## config.mk

```make
export PLATFORM = sky130hd
export DESIGN_NAME = cellrv32_sysinfo_ext
export DESIGN_NICKNAME = d
export VERILOG_FILES = /design/src/rtl/cellrv32_sysinfo_ext.sv
export SDC_FILE = /design/constraint.sdc
export NUM_CORES = 1
export LEC_CHECK = 0
export ABC_AREA = 1
export BUFFER_PORTS_ARGS = -buffer_cell sky130_fd_sc_hd__buf_2
export CORE_UTILIZATION = 40
export CTS_CLUSTER_DIAMETER = 40
export DETAILED_ROUTE_END_ITERATION = 8
export GPL_ROUTABILITY_DRIVEN = 0
export GPL_TIMING_DRIVEN = 0
export PLACE_DENSITY = 0.59
export SLEW_MARGIN = 20
export SYNTH_ARGS = -nofsm -noshare
export SYNTH_HDL_FRONTEND = slang
export SYNTH_SLANG_ARGS = --single-unit
export TNS_END_PERCENT = 30
```

## constraint.sdc

```tcl
create_clock -name clk_i -period 1.6 [get_ports clk_i]
set_input_delay 0.32 -clock clk_i [delete_from_list [all_inputs] [get_ports clk_i]]
set_output_delay 0.32 -clock clk_i [all_outputs]
set_load 0.02 [all_outputs]
```

## src/rtl/cellrv32_sysinfo_ext.sv

```systemverilog
// System-information unit: read-only config words, 64-bit uptime counter with hi/lo shadow,
// scratch register and write-once lock, behind a fixed-latency response pipeline.
module cellrv32_sysinfo_ext #(
  parameter logic [31:0] BASE_ADDR       = 32'hFFFFFFC0,
  parameter int          ADDR_WIDTH      = 6,
  parameter logic [31:0] CLOCK_FREQUENCY = 32'd0,
  parameter logic [31:0] CUSTOM_ID       = 32'h0,
  parameter logic [31:0] FEATURES        = 32'h0,
  parameter logic [31:0] CACHE_CFG       = 32'h0,
  parameter int          NUM_USER_WORDS  = 0,
  parameter int          READ_LATENCY    = 1
) (
  input  logic                                                clk_i,
  input  logic                                                rstn_i,
  input  logic [31:0]                                         addr_i,
  input  logic                                                rden_i,
  input  logic                                                wren_i,
  input  logic [31:0]                                         data_i,
  input  logic [32*((NUM_USER_WORDS > 0) ? NUM_USER_WORDS : 1)-1:0] user_info_i,
  output logic [31:0]                                         data_o,
  output logic                                                ack_o,
  output logic                                                err_o,
  output logic                                                lock_o
);

  localparam int IW = ADDR_WIDTH - 2;
  localparam int NW = 8 + NUM_USER_WORDS;

  logic [63:0] r_cnt;
  logic [31:0] r_shadow;
  logic [31:0] r_scratch;
  logic        r_lock;
  logic        r_halt;
  logic        r_ack_p  [READ_LATENCY];
  logic        r_err_p  [READ_LATENCY];
  logic [31:0] r_data_p [READ_LATENCY];

  logic          w_acc;
  logic [IW-1:0] w_idx;
  logic          w_in_range;
  logic          w_rw_idx;
  logic          w_err;
  logic          w_ok_rd;
  logic          w_ok_wr;
  logic          w_clr;
  logic [31:0]   w_rdata;

  assign w_acc      = (addr_i[31:ADDR_WIDTH] == BASE_ADDR[31:ADDR_WIDTH]);
  assign w_idx      = addr_i[ADDR_WIDTH-1:2];
  assign w_in_range = (32'(w_idx) < 32'(NW));
  assign w_rw_idx   = (w_idx == IW'(6)) || (w_idx == IW'(7));

  // Only SCRATCH and CTRL are writable, and only while unlocked.
  assign w_err   = w_acc & ((rden_i & wren_i) | (~w_in_range & (rden_i | wren_i)) |
                            (wren_i & ~w_rw_idx) | (wren_i & r_lock));
  assign w_ok_rd = w_acc & rden_i & ~w_err;
  assign w_ok_wr = w_acc & wren_i & ~w_err;
  assign w_clr   = w_ok_wr & (w_idx == IW'(7)) & data_i[1];

  always_comb begin
    w_rdata = 32'h0;
    case (w_idx)
      IW'(0):  w_rdata = CLOCK_FREQUENCY;
      IW'(1):  w_rdata = CUSTOM_ID;
      IW'(2):  w_rdata = FEATURES;
      IW'(3):  w_rdata = CACHE_CFG;
      IW'(4):  w_rdata = r_cnt[31:0];
      IW'(5):  w_rdata = r_shadow;
      IW'(6):  w_rdata = r_scratch;
      IW'(7):  w_rdata = {29'h0, r_halt, 1'b0, r_lock};
      default: w_rdata = 32'h0;
    endcase
    for (int k = 0; k < NUM_USER_WORDS; k++) begin
      if (32'(w_idx) == 32'(8 + k)) w_rdata = user_info_i[32*k +: 32];
    end
  end

  always_ff @(posedge clk_i) begin
    if (!rstn_i) begin
      r_cnt     <= 64'h0;
      r_shadow  <= 32'h0;
      r_scratch <= 32'h0;
      r_lock    <= 1'b0;
      r_halt    <= 1'b0;
      for (int i = 0; i < READ_LATENCY; i++) begin
        r_ack_p[i]  <= 1'b0;
        r_err_p[i]  <= 1'b0;
        r_data_p[i] <= 32'h0;
      end
    end else begin
      if (w_clr)        r_cnt <= 64'h0;
      else if (!r_halt) r_cnt <= r_cnt + 64'd1;

      // Shadow latches the upper half together with the lower-half read.
      if (w_ok_rd && (w_idx == IW'(4))) r_shadow <= r_cnt[63:32];
      if (w_ok_wr && (w_idx == IW'(6))) r_scratch <= data_i;
      if (w_ok_wr && (w_idx == IW'(7))) begin
        r_lock <= r_lock | data_i[0];
        r_halt <= data_i[2];
      end

      r_ack_p[0]  <= w_ok_rd | w_ok_wr;
      r_err_p[0]  <= w_err;
      r_data_p[0] <= w_ok_rd ? w_rdata : 32'h0;
      for (int i = 1; i < READ_LATENCY; i++) begin
        r_ack_p[i]  <= r_ack_p[i-1];
        r_err_p[i]  <= r_err_p[i-1];
        r_data_p[i] <= r_data_p[i-1];
      end
    end
  end

  assign ack_o  = r_ack_p[READ_LATENCY-1];
  assign err_o  = r_err_p[READ_LATENCY-1];
  assign data_o = r_data_p[READ_LATENCY-1];
  assign lock_o = r_lock;

endmodule

```

==> summary.txt, run 1 <==
Global routing
  • Grt ovf: 0
  • Wire length of the first global-routing pass: about 37 mm
  • Pin count of the biggest net entering global routing: 17
  • Vias in the first global route: slightly below 7000
  • Number of antenna violations at the first check in global routing: 0
  • Overall Global Routing Usage: 0.247

Floorplanning
  • Num rows: 50
  • DIE WIDTH: 140 um
  • Core area: between 15000 and 20000 um^2
  • Die height: 140 um
  • Effective utilization at floorplan: 0.409
  • Top-level I/O count: 135
  • Total Die Area: about 20000 um^2

Timing
  • Min Hold Slack: ~0.11 ns
  • Number of failing hold endpoints at the final stage: 0
  • Headroom to the max-slew limit: 0.631
  • Final max-slew violation count: 0
  • Unrepaired setup endpoints after global routing: yes
  • Min setup slack post-route: -0.00586 ns
  • Clock period minus final worst setup slack: 1.61 ns
  • Worst Skew: 0.0126 ns
  • Pin slew with the least headroom to its limit: about 0.55 ns
  • Endpoints failing setup: 1
  • Portion of the clock cycle consumed by the worst path in the final layout: 1.00
  • Max Fclk: roughly 620 MHz

Drt
  • Vias: between 7000 and 8000
  • Detail-routed via count per cell: about 5
  • DR DRC count: 0
  • Initial drt markers: 630
  • Post-detailed-routing wire length: around 24 mm
  • Detailed-routing iteration count for the pre-antenna-repair pass: 5
  • Antenna viol nets, final: 0
  • Wire length per cell: between 15 and 20 um

Outcome
  • Result of the run: complete, but fails checks
  • Failing checks: setup timing

Worst setup path
  • Worst Setup Path Type: reg -> reg
  • Startpoint type of the worst setup path: register
  • Data required time of the worst path: roughly 1.9 ns
  • Maximum fanout along the worst path: 4
  • Worst setup EP type: register
  • FF-to-FF setup slack: -0.006 ns
  • Startpoint of the worst-slack reg-to-reg timing path: r_cnt[0]$_SDFFE_PP0N_
  • Reg2reg end: r_cnt[38]$_SDFFE_PP0N_
  • Number of cells on the worst reg-to-reg path: 9
  • Signal arrival time at the worst endpoint: 1.93 ns

Cells and area
  • Most common cell after layout, fill and taps aside: sky130_fd_sc_hd__nand2_1
  • Finished layout cell area: 9990 um^2
  • Area Growth Syn to Fin: 30.2%
  • Leading cell types in the layout, fill and taps excluded: sky130_fd_sc_hd__nand2_1 (269), sky130_fd_sc_hd__nor2_1 (215), sky130_fd_sc_hd__inv_1 (134), sky130_fd_sc_hd__dfxtp_1 (125), sky130_fd_sc_hd__buf_2 (107)
  • Antenna diode count: 0
  • Proportion of layout cells with a drive suffix above 1: 0.255
  • Utilization after layout: 0.532
  • Nets@finish: 1395

Flow run
  • Max cap viols: 0

Hold path
  • Sink of the worst hold path: r_scratch[11]$_SDFFE_PN0P_
  • Hold path startpoint: data_i[11]
  • Hold Path Class: in -> reg
  • Hold path cells: 3

Place
  • Total half-perimeter wirelength after legalization and detailed placement: roughly 18 mm
  • Total cell area at the placement stage: 8470 um^2
  • Worst slack, placed: -0.576 ns
  • Input/output buffers: 100

Logic synthesis
  • Cell type with the highest aggregate area in the netlist: sky130_fd_sc_hd__dfxtp_1
  • Cells after synthesis: 1148
  • Share of the synthesized area in the top cell type: 0.428
  • Avg Inst Size Synth: 6.68 um^2
  • Sequential share of the synthesized area: 0.428
  • Largest cells by area after synthesis: sky130_fd_sc_hd__dfxtp_1 (43%), sky130_fd_sc_hd__nand2_1 (14%), sky130_fd_sc_hd__nor2_1 (13%)
  • Count of synthesis-stage warnings from yosys: 0
  • Total nets after synthesis: between 1000 and 1500
  • Post-synth cell types: 34
  • Cell area after synthesis: between 7000 and 8000 um^2
  • #FFs+latches synth: between 150 and 200

Clock tree
  • Number of levels the H-tree was split into: 4
  • Number of buffers created by CTS: 17
  • Post-CTS Hold Buffers: 0
  • Clock-pin slew on the worst setup and hold paths: about 0.060 ns
  • Maximum buffer depth of the clock tree: 2
  • Worst-Skew Late Latency: ~0.43 ns
  • CTS tree: built
  • Clock Sinks: 164
  • Clock Root Buffer: sky130_fd_sc_hd__clkbuf_16

Pwr
  • Leakage power summed over all cells: 4.15 nW
  • Power density cells: 888 nW/um^2
  • VDD IR max: approximately 0.75 mV
-- sequential cells by signal, indices dropped and copies added, names as in the netlist --
signal	flops
lock_o	1
r_ack_p	1
r_cnt	64
r_data_p	32
r_err_p	1
r_halt	1
r_scratch	32
r_shadow	32
-- what timing repair did --
| item | CTS | global route |
|---|---|---|
| hold endpoints to repair | 0 | 0 |
| gates resized for setup | 73 | 141 |
| endpoints found under the setup margin | 122 | 141 |
| buffers inserted | 10 | 16 |
| pin swaps | 7 | 29 |
| cloned | 0 | 1 |
-- how the worst max path moves through the flow --
| stage | from | endpoint | cells after the start |
|---|---|---|---|
| finish | r_cnt[0]$_SDFFE_PP0N_ | r_cnt[38]$_SDFFE_PP0N_ | 9 |
| global route | r_cnt[4]$_SDFFE_PP0N_ | r_cnt[29]$_SDFFE_PP0N_ | 9 |
| CTS | r_cnt[12]$_SDFFE_PP0N_ | r_cnt[47]$_SDFFE_PP0N_ | 8 |
| detailed placement | addr_i[5] | r_shadow[23]$_SDFFE_PN0P_ | 8 |
| global placement | addr_i[5] | r_shadow[25]$_SDFFE_PN0P_ | 8 |
| floorplan | lock_o$_SDFFE_PN0P_ | r_cnt[42]$_SDFFE_PP0N_ | 7 |
-- report_power, final --
group / total [mW] / leakage, nW / switching [mW] / internal (mW)
clock network: 4.47 / 0.319 / 1.72 / 2.75
registers: 4.09 / 1.34 / 0.0115 / 4.08
logic: 0.309 / 2.49 / 0.175 / 0.134
total: 8.87 / 4.15 / 1.91 / 6.97
-- layer usage --
| layer | share of wire | GRT usage |
|---|---|---|
| met5 | 0 | 0 |
| met4 | 0.023 | 0.0795 |
| met3 | 0.065 | 0.0632 |
| met2 | 0.47 | 0.399 |
| met1 | 0.45 | 0.322 |
-- metrics by stage --
step,power (mW),TNS (ns),cells
after detailed placement,4.43,-56.04,1482
after global placement,4.43,-56.62,1482
final,8.87,-0.00586,1541
after floorplan,4.29,0,1148
after global routing,9.13,-2.60,1541
after CTS,8.88,-0.289,1524
-- logic make-up (layout without fill, tap and decap cells) --
| logic type | count (synthesis) | after routing | synth area share |
|---|---|---|---|
| DFF | 164 | 164 | 0.428 |
| xor gates and xnor gates | 38 | 38 | 0.0434 |
| and+or+nand+nor | 652 | 652 | 0.349 |
| buffers and inverters | 181 | 340 | 0.0961 |
| AOI/OAI and AO/OA | 112 | 112 | 0.0819 |
| adders and majority gates | 1 | 1 | 0.00163 |
-- worst max-delay path, cell delays in order (launching register included) --
cell and delay [ns]:
sky130_fd_sc_hd__dfxtp_4 0.38, sky130_fd_sc_hd__ha_4 0.16, sky130_fd_sc_hd__nand2_4 0.06, sky130_fd_sc_hd__nor2_4 0.18, sky130_fd_sc_hd__inv_2 0.07, sky130_fd_sc_hd__nor2_4 0.16
sky130_fd_sc_hd__nand2_4 0.09, sky130_fd_sc_hd__nor2_4 0.19, sky130_fd_sc_hd__xor2_1 0.17, sky130_fd_sc_hd__nor2_1 0.05
-- cells in the mapped netlist, drive strengths merged --
master,n
nand2,290
nor2,274
dfxtp,164
inv,142
a21oi,70
nand3,45
xor2,28
o22ai,26
buf,23
nor3,19
clkbuf,16
nand4,16
xnor2,10
o21ai,6
a221oi,5
nand3b,5
a211oi,3
a2111oi,1
a31oi,1
and2,1
ha,1
nor3b,1
or2,1
-- final cells by class --
| type | instances | area [um^2] |
|---|---|---|
| buffer | 39 | 307 |
| timing repair buffer | 127 | 732 |
| tap | 234 | 293 |
| clock buffer | 21 | 470 |
| sequential | 164 | 3350 |
| fill | 1835 | 8780 |
| inverter | 142 | 538 |
| multi-input combinational | 803 | 4130 |
| clock inverter | 11 | 173 |
Note: power is estimated with default switching activity, not from simulation.
==> run 2, diff against run 1 <==
ABC_AREA = default   (was 1)
PLACE_DENSITY = 0.6   (was 0.59)
==> summary.txt, run 2 <==
Floorplanning
  • Core area: 16800 um^2
  • Num rows: 47
  • Effective utilization at floorplan: 0.416
  • Die height: approximately 130 um
  • Top-level I/O count: 135
  • Total Die Area: between 15000 and 20000 um^2
  • DIE WIDTH: between 100 and 150 um

Hold path
  • Hold Path Class: in -> reg

Timing
  • Max Fclk: between 400 and 500 MHz
  • Final max-slew violation count: 0
  • Unrepaired setup endpoints after global routing: yes
  • Clock period minus final worst setup slack: roughly 2.0 ns
  • Endpoints failing setup: 64
  • Worst Skew: slightly above 0.008 ns
  • Setup tns final: -12.14 ns
  • Headroom to the max-slew limit: 0.579
  • Pin slew with the least headroom to its limit: 0.631 ns
  • Portion of the clock cycle consumed by the worst path in the final layout: 1.27
  • Number of failing hold endpoints at the final stage: 0
  • Min setup slack post-route: -0.438 ns

Drt
  • Vias: about 6400
  • DR DRC count: 0
  • Detailed-routing iteration count for the pre-antenna-repair pass: 5
  • Wire length per cell: 16.8 um
  • Detail-routed via count per cell: between 5 and 6
  • Antenna viol nets, final: 0
  • Post-detailed-routing wire length: 20.3 mm
  • Initial drt markers: slightly below 400

Global routing
  • Routing usage on met1: 0.301
  • Vias in the first global route: ~5900
  • Global Route met2 Usage: 0.366
  • Pin count of the biggest net entering global routing: 17
  • Routing usage on met3: 0.0461
  • Number of antenna violations at the first check in global routing: 0
  • Overall Global Routing Usage: 0.224
  • Grt ovf: 0
  • Wire length of the first global-routing pass: roughly 31 mm
  • GR peak layer: met2

Place
  • Input/output buffers: 100
  • Worst slack, placed: -0.856 ns
  • Total half-perimeter wirelength after legalization and detailed placement: 12.9 mm

Worst setup path
  • Worst setup EP type: register
  • Maximum fanout along the worst path: 5
  • FF-to-FF setup slack: -0.44 ns
  • Signal arrival time at the worst endpoint: between 2 and 2.5 ns
  • Worst Setup Path Type: reg -> reg
  • Data required time of the worst path: a little under 2 ns
  • Startpoint type of the worst setup path: register

Logic synthesis
  • Avg Inst Size Synth: 8.92 um^2
  • #FFs+latches synth: approximately 160
  • Count leader, synth: sky130_fd_sc_hd__dfxtp_1
  • Cell area after synthesis: 6990 um^2
  • Share of the synthesized area in the top cell type: 0.469
  • Post-synth cell types: between 40 and 50
  • Sequential share of the synthesized area: 0.469
  • Leading cell types by count after synthesis: sky130_fd_sc_hd__dfxtp_1 (164), sky130_fd_sc_hd__nand2_1 (119), sky130_fd_sc_hd__nor2_1 (60), sky130_fd_sc_hd__a21oi_1 (49), sky130_fd_sc_hd__nand4_1 (39)
  • Top FF cell, synth: sky130_fd_sc_hd__dfxtp_1
  • Cell type with the highest aggregate area in the netlist: sky130_fd_sc_hd__dfxtp_1
  • Count of synthesis-stage warnings from yosys: 0
  • Cells after synthesis: between 700 and 800
  • Total nets after synthesis: between 800 and 900
  • Largest cells by area after synthesis: sky130_fd_sc_hd__dfxtp_1 (47%), sky130_fd_sc_hd__nand2_1 (6.4%), sky130_fd_sc_hd__mux2i_1 (4.9%)
  • Number of synthesized flops with an enable pin: 0
  • Async set or reset register ratio after synthesis: 0

Cells and area
  • Most common cell after layout, fill and taps aside: sky130_fd_sc_hd__dfxtp_1
  • Flip-flop count of the largest register after layout: 64
  • Utilization after layout: 0.579
  • Final-layout fill cell count: roughly 1500
  • Leading cell types in the layout, fill and taps excluded: sky130_fd_sc_hd__dfxtp_1 (126), sky130_fd_sc_hd__nand2_1 (115), sky130_fd_sc_hd__buf_2 (102), sky130_fd_sc_hd__buf_4 (65), sky130_fd_sc_hd__nor2_1 (54)
  • Nets@finish: between 1000 and 1500
  • Area Growth Syn to Fin: 39.1%
  • Register name with the most flops: r_cnt
  • Antenna diode count: 0
  • Proportion of layout cells with a drive suffix above 1: 0.344

Pwr
  • Sequential fraction of design power: 0.458
  • Combinational fraction of design power: 0.034
  • Clock power frac: 0.509
  • Switching part of the total: 0.210
  • Power density cells: ~900 nW/um^2
  • Net Sw Power: roughly 1.9 mW
  • Internal Pwr Total: approximately 7 mW
  • Post-route total power: around 8.9 mW
  • VDD IR max: slightly above 0.7 mV
  • Leakage power summed over all cells: slightly below 4 nW

Clock tree
  • Clock Sinks: between 150 and 200
  • Maximum buffer depth of the clock tree: 2
  • Clock Root Buffer: sky130_fd_sc_hd__clkbuf_16
  • Number of buffers created by CTS: 17
  • Number of levels the H-tree was split into: 4
  • Clock-pin slew on the worst setup and hold paths: roughly 0.07 ns
  • CTS tree: built
  • Worst-Skew Late Latency: 0.43 ns
  • Post-CTS Hold Buffers: 0

Outcome
  • Failing checks: setup timing
  • Result of the run: complete, but fails checks

Flow run
  • Max cap viols: 0
[run 2: cell types whose count changed after synthesis, moves of 21 or more]
cell	delta
sky130_fd_sc_hd__a21boi_1	+28
sky130_fd_sc_hd__a21oi_1	-21
sky130_fd_sc_hd__a22oi_1	+34
sky130_fd_sc_hd__inv_1	-125
sky130_fd_sc_hd__mux2i_1	+34
sky130_fd_sc_hd__nand2_1	-167
sky130_fd_sc_hd__nand3_1	-23
sky130_fd_sc_hd__nand4_1	+23
sky130_fd_sc_hd__nor2_1	-198
sky130_fd_sc_hd__nor2b_1	+35
sky130_fd_sc_hd__o22ai_1	-26
[run 2: through the flow]
stage | instances | area (um^2) | hold slack [ns]
2_1_floorplan | 784 | 7050 | 0.430
3_3_place_gp | 1104 | 7820 | 0.437
3_5_place_dp | 1104 | 7820 | 0.445
4_1_cts | 1180 | 9280 | 0.120
5_1_grt | 1207 | 9730 | 0.123
6_report | 1207 | 9730 | 0.125
[run 2: cell type report]
cell class | instances | area [um^2] | share of cell area
Sequential cell | 164 | 3410 | 0.350
Clock inverter | 10 | 166 | 0.0171
Multi-Input combinational cell | 564 | 3890 | 0.400
Timing Repair Buffer | 175 | 1120 | 0.115
Tap cell | 220 | 275 | 0.0283
Buffer | 41 | 338 | 0.0347
Clock buffer | 22 | 485 | 0.0499
Inverter | 11 | 41.3 | 0.00424
[run 2: power by group through the flow]
stage	logic, mW	registers (mW)	clock network (mW)
global route	0.321	4.05	4.75
finish	0.297	4.05	4.50
detailed placement	0.243	4.19	0
global placement	0.242	4.19	0
CTS	0.279	4.07	4.53
floorplan	0.107	4.19	0
[run 2: path summary, 6_finish.rpt]
kind | startpoint | to | cells past startpoint
hold reg to reg | r_shadow[24]$_SDFFE_PN0P_ | r_data_p[0][24]$_SDFF_PN0_ | 2
hold / removal | data_i[30] | r_scratch[30]$_SDFFE_PN0P_ | 3
setup reg to reg | r_cnt[9]$_SDFFE_PP0N_ | r_cnt[63]$_SDFFE_PP0N_ | 6
setup / recovery | r_cnt[9]$_SDFFE_PP0N_ | r_cnt[63]$_SDFFE_PP0N_ | 6
[run 2: timing repair]
item	CTS	global route
gates cloned	2	1
gates resized for setup	143	87
buffers inserted	47	28
pin swaps	44	29
endpoints found under the setup margin	155	154
[run 2: cell families after synthesis]
logic type,count (synthesis),share of synthesized area
AO/OA/AOI/OAI,136,0.123
XOR/XNOR,46,0.0576
adder cells (fa/ha/maj),1,0.00179
buffers and inverters,56,0.0333
flip-flops,164,0.469
multiplexers,34,0.0487
AND/OR/NAND/NOR,347,0.266
[run 2: critical path, stage by stage (launching register included)]
cell	delay, ns
sky130_fd_sc_hd__dfxtp_4	0.39
sky130_fd_sc_hd__nand4_4	0.19
sky130_fd_sc_hd__nor4_4	0.47
sky130_fd_sc_hd__nand4_1	0.27
sky130_fd_sc_hd__buf_4	0.22
sky130_fd_sc_hd__or3_1	0.32
sky130_fd_sc_hd__a21oi_2	0.12
[run 2: per-layer routing]
| metal | part of all wire | wire [um] |
|---|---|---|
| met5 | 0 | 0 |
| met4 | 0.011 | 224 |
| met3 | 0.051 | 1040 |
| met2 | 0.47 | 9580 |
| met1 | 0.46 | 9410 |
==> run 3, diff against run 2 <==
REMOVE_ABC_BUFFERS = 1   (was default)
==> summary.txt, run 3 (synthesis gave the netlist of run 2 again) <==
Cells and area
  • Non-Filler Instances: 1199
  • Final-layout fill cell count: roughly 1400
  • Flip-flop count of the largest register after layout: between 60 and 70
  • Register name with the most flops: r_cnt
  • Most common cell after layout, fill and taps aside: sky130_fd_sc_hd__dfxtp_1
  • Antenna diode count: 0
  • Leading cell types in the layout, fill and taps excluded: sky130_fd_sc_hd__dfxtp_1 (125), sky130_fd_sc_hd__nand2_1 (115), sky130_fd_sc_hd__buf_2 (106), sky130_fd_sc_hd__buf_4 (62), sky130_fd_sc_hd__nor2_1 (48)
  • Nets@finish: ~1100
  • Area Growth Syn to Fin: 41.4%
  • Proportion of layout cells with a drive suffix above 1: 0.362

Clock tree
  • Number of buffers created by CTS: 17
  • Number of levels the H-tree was split into: 4
  • Clock-pin slew on the worst setup and hold paths: around 0.07 ns
  • Maximum buffer depth of the clock tree: 2
  • Worst-Skew Late Latency: about 0.43 ns
  • CTS tree: built
  • Clock Root Buffer: sky130_fd_sc_hd__clkbuf_16
  • Clock Sinks: 164

Pwr
  • Leakage power summed over all cells: approximately 4.0 nW
  • Power density cells: around 860 nW/um^2
  • VDD IR max: ~0.9 mV
  • Post-route total power: about 8.5 mW

Worst setup path
  • Reg2reg end: r_cnt[61]$_SDFFE_PP0N_
  • Worst Setup Path Type: reg -> reg
  • Data required time of the worst path: 1.96 ns
  • Startpoint type of the worst setup path: register
  • Signal arrival time at the worst endpoint: roughly 2.3 ns
  • Worst setup EP type: register
  • Startpoint of the worst-slack reg-to-reg timing path: r_cnt[28]$_SDFFE_PP0N_
  • Maximum fanout along the worst path: 6
  • FF-to-FF setup slack: -0.30 ns
  • Number of cells on the worst reg-to-reg path: 7

Floorplanning
  • Effective utilization at floorplan: 0.416
  • Total Die Area: between 15000 and 20000 um^2
  • DIE WIDTH: between 100 and 150 um
  • Top-level I/O count: between 100 and 150
  • Die height: ~130 um
  • Num rows: 47
  • Core area: roughly 17000 um^2

Timing
  • Min Hold Slack: around 0.12 ns
  • Portion of the clock cycle consumed by the worst path in the final layout: 1.19
  • Max Fclk: between 500 and 600 MHz
  • Final max-slew violation count: 0
  • Min setup slack post-route: -0.299 ns
  • Number of failing hold endpoints at the final stage: 0
  • Headroom to the max-slew limit: 0.622
  • Unrepaired setup endpoints after global routing: yes
  • Pin slew with the least headroom to its limit: 0.559 ns
  • Worst Skew: approximately 0.0087 ns
  • Endpoints failing setup: 61
  • Clock period minus final worst setup slack: between 1.5 and 2 ns

Flow run
  • Max cap viols: 0

Global routing
  • Grt ovf: 0
  • Pin count of the biggest net entering global routing: 33
  • Number of antenna violations at the first check in global routing: 0
  • Vias in the first global route: just over 6000
  • Wire length of the first global-routing pass: about 32 mm
  • Overall Global Routing Usage: 0.225

Outcome
  • Result of the run: complete, but fails checks
  • Failing checks: setup timing

Place
  • Input/output buffers: 100
  • Total half-perimeter wirelength after legalization and detailed placement: ~12 mm
  • # placed instances: roughly 1100
  • Worst slack, placed: -1.51 ns

Drt
  • Detailed-routing iteration count for the pre-antenna-repair pass: 5
  • Vias: 6364
  • Antenna viol nets, final: 0
  • DR DRC count: 0
  • Post-detailed-routing wire length: ~21 mm
  • Wire length per cell: 17.3 um
  • Initial drt markers: around 370
  • Detail-routed via count per cell: 5.31

Hold path
  • Sink of the worst hold path: r_scratch[15]$_SDFFE_PN0P_
  • Hold path startpoint: data_i[15]
  • Hold path cells: 3
  • Hold Path Class: in -> reg
[run 3: power breakdown]
part | switching [mW] | total [mW] | internal (mW) | leakage [nW]
Combinational | 0.162 | 0.343 | 0.182 | 2.41
Clock | 1.76 | 4.11 | 2.35 | 0.275
Sequential | 0.0136 | 4.05 | 4.04 | 1.35
[run 3: what timing repair did]
item / in CTS / in global routing
hold buffers: 0 / 0
endpoints found under the hold margin: 0 / 0
buffers inserted: 62 / 24
pin swaps: 65 / 43
gates cloned: 5 / 1
resized for setup: 117 / 73
setup endpoints to repair: 160 / 113
[run 3: cell type report]
class | instances | area, um^2 | share of cell area
Clock buffer | 18 | 439 | 0.0444
Clock inverter | 14 | 155 | 0.0157
Timing Repair Buffer | 207 | 1640 | 0.166
Tap cell | 220 | 275 | 0.0278
Inverter | 11 | 41.3 | 0.00417
Sequential cell | 164 | 3410 | 0.345
Multi-Input combinational cell | 565 | 3920 | 0.397
[run 3: critical path: stages (launching register included)]
cell	delay [ns]
sky130_fd_sc_hd__dfxtp_4	0.35
sky130_fd_sc_hd__nand4_1	0.14
sky130_fd_sc_hd__buf_4	0.19
sky130_fd_sc_hd__nor4_4	0.34
sky130_fd_sc_hd__nand4_1	0.19
sky130_fd_sc_hd__buf_6	0.18
sky130_fd_sc_hd__or3_4	0.33
sky130_fd_sc_hd__a21oi_2	0.12
[run 3: metrics by stage]
stage          TNS [ns]  cell area, um^2  utilization
6_report          -8.95             9890        0.588
2_1_floorplan   -305.66             6800            -
4_1_cts          -13.03             9440        0.561
3_5_place_dp    -133.87             7840        0.466
5_1_grt          -13.80             9890        0.588
3_3_place_gp    -649.17             7580        0.451
[run 3: worst max-delay path by stage]
stage | start | endpoint | slack [ns]
after floorplan | addr_i[5] | r_shadow[0]$_SDFFE_PN0P_ | -4.04
after global placement | addr_i[2] | r_shadow[29]$_SDFFE_PN0P_ | -7.71
after detailed placement | r_cnt[1]$_SDFFE_PP0N_ | r_cnt[62]$_SDFFE_PP0N_ | -1.51
after CTS | r_halt$_SDFFE_PN0P_ | r_cnt[61]$_SDFFE_PP0N_ | -0.27
after global routing | r_cnt[9]$_SDFFE_PP0N_ | r_cnt[62]$_SDFFE_PP0N_ | -0.35
final | r_cnt[28]$_SDFFE_PP0N_ | r_cnt[61]$_SDFFE_PP0N_ | -0.30
[run 3: metal layers]
| layer | global-route usage | part of all wire | up-vias |
|---|---|---|---|
| li1 | - | - | 3124 |
| met2 | 0.373 | 0.47 | 163 |
| met5 | 0 | 0 | - |
| met1 | 0.283 | 0.45 | 3039 |
| met3 | 0.0495 | 0.050 | 38 |
| met4 | 0.0936 | 0.024 | 0 |
